--- config.mk ---
export PLATFORM = sky130hd
export DESIGN_NAME = seg_scan_receiver
export DESIGN_NICKNAME = d
export VERILOG_FILES = /design/src/rtl/seg_scan_receiver.sv
export SDC_FILE = /design/constraint.sdc
export NUM_CORES = 1
export LEC_CHECK = 0
export BUFFER_PORTS_ARGS = -buffer_cell sky130_fd_sc_hd__buf_4
export CAP_MARGIN = 40
export CORE_MARGIN = 3
export CORE_UTILIZATION = 50
export DETAILED_ROUTE_END_ITERATION = 12
export GPL_ROUTABILITY_DRIVEN = 0
export PLACE_DENSITY = 0.7
export SYNTH_ARGS = -nofsm -noshare
export SYNTH_HDL_FRONTEND = slang
export SYNTH_SLANG_ARGS = --single-unit
export TNS_END_PERCENT = 20
--- constraint.sdc ---
create_clock -name Clk -period 3.12 [get_ports Clk]
set_clock_uncertainty 0.15 [all_clocks]
set_input_delay 0.312 -clock Clk [delete_from_list [all_inputs] [get_ports Clk]]
set_output_delay 0.312 -clock Clk [all_outputs]
set_load 0.02 [all_outputs]
--- src/rtl/seg_scan_receiver.sv ---
// seg_scan_receiver
// Loop-back monitor for a multiplexed 4-digit 7-segment display bus.
// Synchronizes the scanned digit enables and segment lines, accepts a digit
// once its pattern has been steady for STABLE_CYCLES samples, decodes the
// segments back to hex, and presents complete 4-digit frames on a
// valid/ready handshake.
// Optional build macro: SEGRX_TIMEOUT_EN enables the scan watchdog that
// raises scan_timeout and drops a partial frame when scanning stalls.
module seg_scan_receiver #(
   parameter int unsigned STABLE_CYCLES  = 4,
   parameter bit          DIG_ACTIVE_LOW = 1'b1,
   parameter bit          SEG_ACTIVE_LOW = 1'b1,
   parameter int unsigned TIMEOUT_CYCLES = 65535
) (
   input  logic        Clk,
   input  logic        Rst,
   input  logic [3:0]  seg_dig,
   input  logic [7:0]  seg_in,
   input  logic        frame_ready,
   output logic        frame_valid,
   output logic [15:0] digits,
   output logic [3:0]  dp,
   output logic [3:0]  bad_digit,
   output logic        overrun,
   output logic        scan_timeout
);

   // Catch out-of-range configurations at elaboration time.
   if (STABLE_CYCLES < 1 || STABLE_CYCLES > 255) begin : g_bad_stable
      $error("seg_scan_receiver: STABLE_CYCLES must be 1..255");
   end
   if (TIMEOUT_CYCLES < 1 || TIMEOUT_CYCLES > 65535) begin : g_bad_timeout
      $error("seg_scan_receiver: TIMEOUT_CYCLES must be 1..65535");
   end

   localparam logic [7:0] STABLE_MAX = STABLE_CYCLES[7:0];

   typedef enum logic [0:0] {
      ST_COLLECT = 1'b0,
      ST_PRESENT = 1'b1
   } state_t;

   // Synchronizer and sample-history flops
   logic [3:0]  dig_s1_q, dig_s1_d, dig_s2_q, dig_s2_d;
   logic [7:0]  seg_s1_q, seg_s1_d, seg_s2_q, seg_s2_d;
   logic [11:0] prev_q, prev_d;
   logic [7:0]  stab_q, stab_d;

   // Per-digit slots collected for the frame in progress
   logic [15:0] slot_code_q, slot_code_d;
   logic [3:0]  slot_dp_q, slot_dp_d;
   logic [3:0]  slot_bad_q, slot_bad_d;
   logic [3:0]  filled_q, filled_d;

   // Presented frame
   logic [15:0] digits_q, digits_d;
   logic [3:0]  dp_q, dp_d;
   logic [3:0]  bad_q, bad_d;
   logic        overrun_q, overrun_d;
   state_t      state_q, state_d;

   logic [3:0]  dig_n;
   logic [7:0]  seg_n;
   logic        dig_onehot;
   logic        same_sample;
   logic        capture;
   logic [4:0]  dec;
   logic        frame_done;
   logic        load_frame;
   logic        timeout_hit;

   // Map a gfedcba pattern to {bad, code}; unknown patterns decode as bad 0.
   function automatic logic [4:0] decode_seg(input logic [6:0] pat);
      logic [4:0] r;
      case (pat)
         7'h3F:          r = 5'h00;
         7'h06:          r = 5'h01;
         7'h5B:          r = 5'h02;
         7'h4F:          r = 5'h03;
         7'h66:          r = 5'h04;
         7'h6D:          r = 5'h05;
         7'h7D:          r = 5'h06;
         7'h07, 7'h27:   r = 5'h07;
         7'h7F:          r = 5'h08;
         7'h6F, 7'h67:   r = 5'h09;
         7'h77:          r = 5'h0A;
         7'h7C:          r = 5'h0B;
         7'h39:          r = 5'h0C;
         7'h5E:          r = 5'h0D;
         7'h79:          r = 5'h0E;
         7'h71:          r = 5'h0F;
         default:        r = 5'h10;
      endcase
      return r;
   endfunction

   assign dig_n       = dig_s2_q ^ {4{DIG_ACTIVE_LOW}};
   assign seg_n       = seg_s2_q ^ {8{SEG_ACTIVE_LOW}};
   assign dig_onehot  = $onehot(dig_n);
   assign same_sample = ({dig_n, seg_n} == prev_q);
   assign dec         = decode_seg(seg_n[6:0]);
   assign frame_done  = (filled_q == 4'hF);

   // Synchronize the bus and qualify samples: capture once per stable run.
   always_comb begin
      dig_s1_d = seg_dig;
      dig_s2_d = dig_s1_q;
      seg_s1_d = seg_in;
      seg_s2_d = seg_s1_q;
      prev_d   = {dig_n, seg_n};
      stab_d   = 8'd0;
      capture  = 1'b0;
      if (dig_onehot) begin
         if (same_sample && (stab_q != 8'd0)) begin
            stab_d = (stab_q >= STABLE_MAX) ? STABLE_MAX : stab_q + 8'd1;
         end else begin
            stab_d = 8'd1;
         end
         // Fire only on the transition into the stable count, not while saturated.
         capture = (stab_d == STABLE_MAX) && !(same_sample && (stab_q == STABLE_MAX));
      end
   end

   // Write the active digit's slot on capture and track which slots are filled.
   always_comb begin
      slot_code_d = slot_code_q;
      slot_dp_d   = slot_dp_q;
      slot_bad_d  = slot_bad_q;
      filled_d    = (frame_done || timeout_hit) ? 4'h0 : filled_q;
      for (int i = 0; i < 4; i++) begin
         if (capture && dig_n[i]) begin
            slot_code_d[i*4 +: 4] = dec[3:0];
            slot_dp_d[i]          = seg_n[7];
            slot_bad_d[i]         = dec[4];
            filled_d[i]           = 1'b1;
         end
      end
   end

`ifdef SEGRX_TIMEOUT_EN
   localparam logic [15:0] WDOG_LIMIT = TIMEOUT_CYCLES[15:0];

   logic [15:0] wdog_q, wdog_d;
   logic        scan_timeout_q, scan_timeout_d;

   // Count cycles since the last capture; flag and drop the partial frame at the limit.
   always_comb begin
      wdog_d         = wdog_q;
      scan_timeout_d = scan_timeout_q;
      timeout_hit    = 1'b0;
      if (capture) begin
         wdog_d         = 16'd0;
         scan_timeout_d = 1'b0;
      end else begin
         if (wdog_q != 16'hFFFF) begin
            wdog_d = wdog_q + 16'd1;
         end
         if ((wdog_d == WDOG_LIMIT) && (wdog_q != WDOG_LIMIT)) begin
            timeout_hit    = 1'b1;
            scan_timeout_d = 1'b1;
         end
      end
   end

   // Watchdog registers.
   always_ff @(posedge Clk) begin
      if (Rst) begin
         wdog_q         <= 16'd0;
         scan_timeout_q <= 1'b0;
      end else begin
         wdog_q         <= wdog_d;
         scan_timeout_q <= scan_timeout_d;
      end
   end

   assign scan_timeout = scan_timeout_q;
`else
   assign timeout_hit  = 1'b0;
   assign scan_timeout = 1'b0;
`endif

   // Frame FSM state register.
   always_ff @(posedge Clk) begin
      if (Rst) begin
         state_q <= ST_COLLECT;
      end else begin
         state_q <= state_d;
      end
   end

   // Frame FSM next state: stay presenting while back-to-back frames are accepted.
   always_comb begin
      state_d = state_q;
      case (state_q)
         ST_COLLECT: if (frame_done) state_d = ST_PRESENT;
         ST_PRESENT: if (frame_ready && !frame_done) state_d = ST_COLLECT;
         default:    state_d = ST_COLLECT;
      endcase
   end

   // Frame FSM outputs: load a finished frame unless the old one is still unread.
   always_comb begin
      load_frame  = frame_done && ((state_q == ST_COLLECT) || frame_ready);
      overrun_d   = overrun_q | (frame_done && (state_q == ST_PRESENT) && !frame_ready);
      digits_d    = load_frame ? slot_code_q : digits_q;
      dp_d        = load_frame ? slot_dp_q   : dp_q;
      bad_d       = load_frame ? slot_bad_q  : bad_q;
      frame_valid = (state_q == ST_PRESENT);
   end

   // Datapath registers.
   always_ff @(posedge Clk) begin
      if (Rst) begin
         dig_s1_q    <= 4'h0;
         dig_s2_q    <= 4'h0;
         seg_s1_q    <= 8'h00;
         seg_s2_q    <= 8'h00;
         prev_q      <= 12'h000;
         stab_q      <= 8'd0;
         slot_code_q <= 16'h0000;
         slot_dp_q   <= 4'h0;
         slot_bad_q  <= 4'h0;
         filled_q    <= 4'h0;
         digits_q    <= 16'h0000;
         dp_q        <= 4'h0;
         bad_q       <= 4'h0;
         overrun_q   <= 1'b0;
      end else begin
         dig_s1_q    <= dig_s1_d;
         dig_s2_q    <= dig_s2_d;
         seg_s1_q    <= seg_s1_d;
         seg_s2_q    <= seg_s2_d;
         prev_q      <= prev_d;
         stab_q      <= stab_d;
         slot_code_q <= slot_code_d;
         slot_dp_q   <= slot_dp_d;
         slot_bad_q  <= slot_bad_d;
         filled_q    <= filled_d;
         digits_q    <= digits_d;
         dp_q        <= dp_d;
         bad_q       <= bad_d;
         overrun_q   <= overrun_d;
      end
   end

   assign digits    = digits_q;
   assign dp        = dp_q;
   assign bad_digit = bad_q;
   assign overrun   = overrun_q;

endmodule

======== After elaboration in Yosys (flattened, before gate mapping) ========
Index checks and enable logic that the tools add are counted.
word-level totals
  input port bits ......................... 15
  output and inout port bits .............. 27
  word-level logic and storage cells ...... 96
  flip-flop bits (word level) ............. 98
operators by class
  bitwise gates (word level) .............. 5
  eq/ne operators ......................... 23
  muxes and demuxes ....................... 13
  reductions and logical operators ........ 23
  add/subtract/negate cells ............... 4
  $lt $le $gt $ge ......................... 1
operators by type and width
  cell                   count
  $eq A7 B7 Y1 const B   13
  $pmux W5 S16           1
  $mux W8                3
  $eq A7 B6 Y1 const B   3
  $eq A8 B3 Y1 const B   2
  $eq A7 B3 Y1 const B   2
  $eq A12 B12 Y1         1
  $logic_and A1 B1 Y1    11
  $add A8 B1 Y8 const B  1
  $ge A8 B3 Y1 const B   1
  $not A8 Y8             1
  $reduce_bool A2 Y1     4
  $reduce_bool A8 Y1     1
  $mux W1                7
  $reduce_or A2 Y1       3
  $add A1 B1 Y2          2
  $eq A4 B4 Y1 const B   1
  $mux W4                1
  $not A4 Y4             1
  $add A2 B2 Y3          1
  $eq A3 B1 Y1 const B   1
  $logic_not A1 Y1       3
  $not A1 Y1             2
  $pmux W1 S2            1
  other kinds (2)        2

======== Longest topological paths before layout ========
  word-level depth ........................ 10
  gate-level depth with buffers ........... 10

======== Least setup slack after synthesis ========
No wires, ideal clock.
  kind .................................... reg2reg
  from .................................... register dig_s2_q[0]
  to ...................................... register slot_bad_q[0]
  buffers on the path ..................... 1
  path slack .............................. 589 ps
  data arrival time ....................... 2241 ps
  period minus slack after synthesis ...... 2531 ps
  stages on the path, launching flop included .. 11
  required time ........................... 2830 ps
  cell sequence ........................... dfxtp_1 fa_1 inv_1 ha_1 ha_1 nor2_1 nand2_1 nand4b_1 or3_1 buf_4 mux2i_1
between the ends
  cells in the longest elaborated chain, start to end .. 9
  elaborated cells on any way between the ends .. 14
  classes of those cells .................. add/sub: 2; eq/ne: 3; mux: 3; bitwise: 1; reduce/logical: 5
ends and longest elaborated chain
  element                        RTL line  source
  start: declaration             44        logic [3:0] dig_s1_q, dig_s1_d, dig_s2_q, dig_s2_d;
  start signal: assignment       230       dig_s2_q <= dig_s2_d;
  $not A4 Y4 (no source line) *  -
  $eq A12 B12 Y1                 100       assign same_sample = ({dig_n, seg_n} == prev_q);
  $logic_and A1 B1 Y1            114       if (same_sample && (stab_q != 8'd0)) begin
  $mux W8                        114
  $mux W8                        113       if (dig_onehot) begin
  $eq A8 B3 Y1                   120       capture = (stab_d == STABLE_MAX) && !(same_sample && (stab_q == STABLE_MAX));
  $logic_and A1 B1 Y1            120
  $mux W1                        113
  $logic_and A1 B1 Y1 *          131       if (capture && dig_n[i]) begin
  end signal: assignment         237       slot_bad_q <= slot_bad_d;
  end: declaration               52        logic [3:0] slot_bad_q, slot_bad_d;
Every way passes the cells marked *; elsewhere a longest branch is shown, timed or not. The select of a mux whose other input is x is not followed.
A chain may end at the register's enable or synchronous reset.

======== Final worst setup path ========
  from .................................... register dig_s2_q[0]
  to ...................................... register slot_code_q[5]
between the ends
  cells in the longest elaborated chain, start to end .. 9
  elaborated cells on any way between the ends .. 14
  classes of those cells .................. add/sub: 2; eq/ne: 3; mux: 3; bitwise: 1; reduce/logical: 5
ends and longest elaborated chain
  element                        RTL line  source
  $not A4 Y4 (no source line) *  -
  $eq A12 B12 Y1                 100
  $logic_and A1 B1 Y1            114
  $mux W8                        114
  $mux W8                        113
  $eq A8 B3 Y1                   120
  $logic_and A1 B1 Y1            120
  $mux W1 *                      113
  $logic_and A1 B1 Y1 *          131
  end signal: assignment         235       slot_code_q <= slot_code_d;
  end: declaration               50        logic [15:0] slot_code_q, slot_code_d;
Marked as above.

==> run metrics <==
Worst-Margin Slew=0.797 ns; layer with the highest usage=met2; Routed Antenna Nets=0; CP startpoint kind=flop; PwrDens=529 nW/um2; nets=462; total gr overflow=0; kind of cell adding the most delay to the critical path=adder cells; H-Tree Level Count=3; Hold Crit Class=input port to flop; crit-path max FO=7; M3 GR Usage=0.0422; Comb pwr share=0.054; critical path class=flop to flop; routed via count=2709; slew margin rel.=0.460; CTS max path bufs=2; Simple-Gate Fraction of Synth Area=0.238; Post-synth EDFFs=0; Critical Path RT=3.17 ns; Yosys cell types=46; I/O pin count=42; Reg area=1960 um2; largest net degree at the start of global routing=62; Final Hold Vio Count=0; Seq pwr share=0.559; FFs w/ async S/R, synth=0; worst path buffer plus inverter count=1; Psw=0.000527 W; Sink Count=98; commonest non-fill, non-tap cells in the layout=dfxtp_1 (98), nand2_1 (57), buf_4 (43); CP max stage delay=0.54 ns; clock power share=0.387; die width=92.8 um; Final setup viols=0; WL/cell=12.5 um; gr usage total=0.167; Synth Cell Area=3770 um2; complex-gate fraction of the synthesized area=0.0817; Vias/cell=4.96; # resized after CTS=0; post-synthesis xor/xnor area fraction=0.0279; Synth Register Bits=98; synthesized area per cell=9.31 um2; # DRC=0; Clk pin slew, worst setup/hold paths=0.09 ns; RSZ-0062 raised after global routing=no; synth-to-layout area growth=16.7%; aggregate routed wire length=6.85 mm; crit path from=dig_s2_q[0]$_SDFF_PP0_; sequential area share after synthesis=0.521; Crit-path slowest cell=fa_1; Cell Area, Placed=4100 um2; total negative slack=0 ns; ant diodes=0; Post-Synth Adder-Cell Area=0.0186; Detailed Place HPWL=4.69 mm; initial antenna violation count=0; Syn Inst Count=405; CTS root buffer=clkbuf_8; CTS Buf Count=9; port bufs=40; Iter 0 DRT Violations=115; starting density of the core=0.517; main combinational cell family by area after synthesis=simple AND/OR/NAND/NOR gates; fin area=4400 um2; Clock Latency Late Sink=0.35 ns; period utilization=0.902; TritonCTS clock tree=yes; met1 usage=0.208; met2 Use GR=0.278; postcts setup bufs=0; worst path cell trace=fa_1 > inv_1 > ha_1 > ha_1 > nor2_1 > nand2_1 > nand4b_1 > or3_1 > mux2i_1; worst r2r src=dig_s2_q[0]$_SDFF_PP0_; warnings from Yosys=0; die area=8610 um2; type of destination of the critical path=flop; Die H=92.8 um; first-pass GRT wire length=11.4 mm; fin. max-slew vios=0; Max VDD drop=0.309 mV; Peak Freq=355 MHz; status=complete, no violations; fillcell total=639; core area=7290 um2; CP dominant cell by count=ha_1; Max-cap violations=0; share of cells above drive strength 1=0.143; commonest non-fill, non-tap cell in the layout=dfxtp_1; Initial DRT Pass Iterations=4; sw frac=0.226; vias in the first global route=2501; main flop type after synthesis=dfxtp_1; Internal=0.00180 W; site row count=31; leakage power=1.80 nW; multi-input logic area=1650 um2; Hold Path Origin=seg_in[7]; mux contribution to synthesized area=0.0664; crit path DAT=2.87 ns; post-layout min period=2.81 ns
area by class of cell:
class	instances	area share
Multi-Input combinational cell	272	0.376
Timing Repair Buffer	50	0.0893
Tap cell	99	0.0282
Clock inverter	7	0.0230
Sequential cell	98	0.446
Clock buffer	9	0.0282
Inverter	11	0.00939
layer usage:
layer | vias up | share of wire
li1 | 1401 | -
met1 | 1260 | 0.48
met2 | 41 | 0.48
met3 | 7 | 0.033
met4 | 0 | 0.0082
met5 | - | 0
power by group through the flow:
stage / clock network [W] / registers [W] / logic (W)
2_1_floorplan: 0 / 0.00132 / 0.0000947
3_3_place_gp: 0 / 0.00133 / 0.000118
3_5_place_dp: 0 / 0.00133 / 0.000119
4_1_cts: 0.000919 / 0.00130 / 0.000126
5_1_grt: 0.000976 / 0.00131 / 0.000141
6_report: 0.000899 / 0.00130 / 0.000126
sequential cells by signal, summed over array words and instances (netlist names), 4 cells and up:
signal,cells
digits,16
slot_code_q,16
prev_q,12
seg_s1_q,8
seg_s2_q,8
stab_q,8
bad_digit,4
dig_s1_q,4
dig_s2_q,4
dp,4
filled_q,4
slot_bad_q,4
slot_dp_q,4
kinds of logic (layout without fill, tap and decap cells):
group	count (synthesis)	count (layout)
AND/OR/NAND/NOR	172	172
other	1	6
adder cells (fa/ha/maj)	5	5
AO/OA/AOI/OAI	52	52
flip-flops	98	98
multiplexers	25	25
XOR/XNOR	12	12
buffers and inverters	40	77
worst register-to-register path, stage by stage, from the launching register on:
cell	delay, ns
dfxtp_1	0.36
fa_1	0.54
inv_1	0.04
ha_1	0.18
ha_1	0.26
nor2_1	0.10
nand2_1	0.08
nand4b_1	0.24
or3_1	0.54
mux2i_1	0.19
synthesized netlist by cell type (3+ instances only):
master | number | area [um2]
nor3_1 | 3 | 15.0
nand2_1 | 57 | 214
inv_1 | 11 | 41.3
o21ai_0 | 4 | 20.0
ha_1 | 4 | 50.1
buf_2 | 3 | 15.0
or3_1 | 5 | 31.3
buf_4 | 5 | 37.5
mux2i_1 | 25 | 250
nor2_1 | 22 | 82.6
clkbuf_1 | 20 | 75.1
nand4_1 | 4 | 25.0
nor2b_1 | 27 | 169
dfxtp_1 | 98 | 1960
nand2b_1 | 27 | 169
xnor2_1 | 12 | 105
and3_1 | 3 | 18.8
nor4_1 | 9 | 56.3
a21oi_1 | 33 | 165
or2_2 | 3 | 18.8
path summary, 6_finish.rpt:
kind	depth (start not counted)	end	slack (ns)
setup / recovery	9	slot_code_q[5]$_SDFFE_PP0P_	0.31
hold / removal	2	seg_s1_q[7]$_SDFF_PP0_	0.01
setup reg to reg	9	slot_code_q[5]$_SDFFE_PP0P_	0.31
hold reg to reg	1	seg_s2_q[5]$_SDFF_PP0_	0.29
per-stage QoR:
step,total power [W],hold slack [ns],cells,setup slack [ns],util
2_1_floorplan,0.00141,0.240,410,0.589,-
3_3_place_gp,0.00145,0.266,523,0.404,0.563
3_5_place_dp,0.00145,0.276,523,0.313,0.563
4_1_cts,0.00235,0.000248,545,0.306,0.602
5_1_grt,0.00242,0.0107,546,0.145,0.603
6_report,0.00233,0.0140,546,0.305,0.603
timing repair:
item	4_1_cts	5_1_grt
endpoints found under the setup margin	0	0
endpoints found under the hold margin	6	1
hold buffers	6	1
Power figures use the tool's default switching activity.
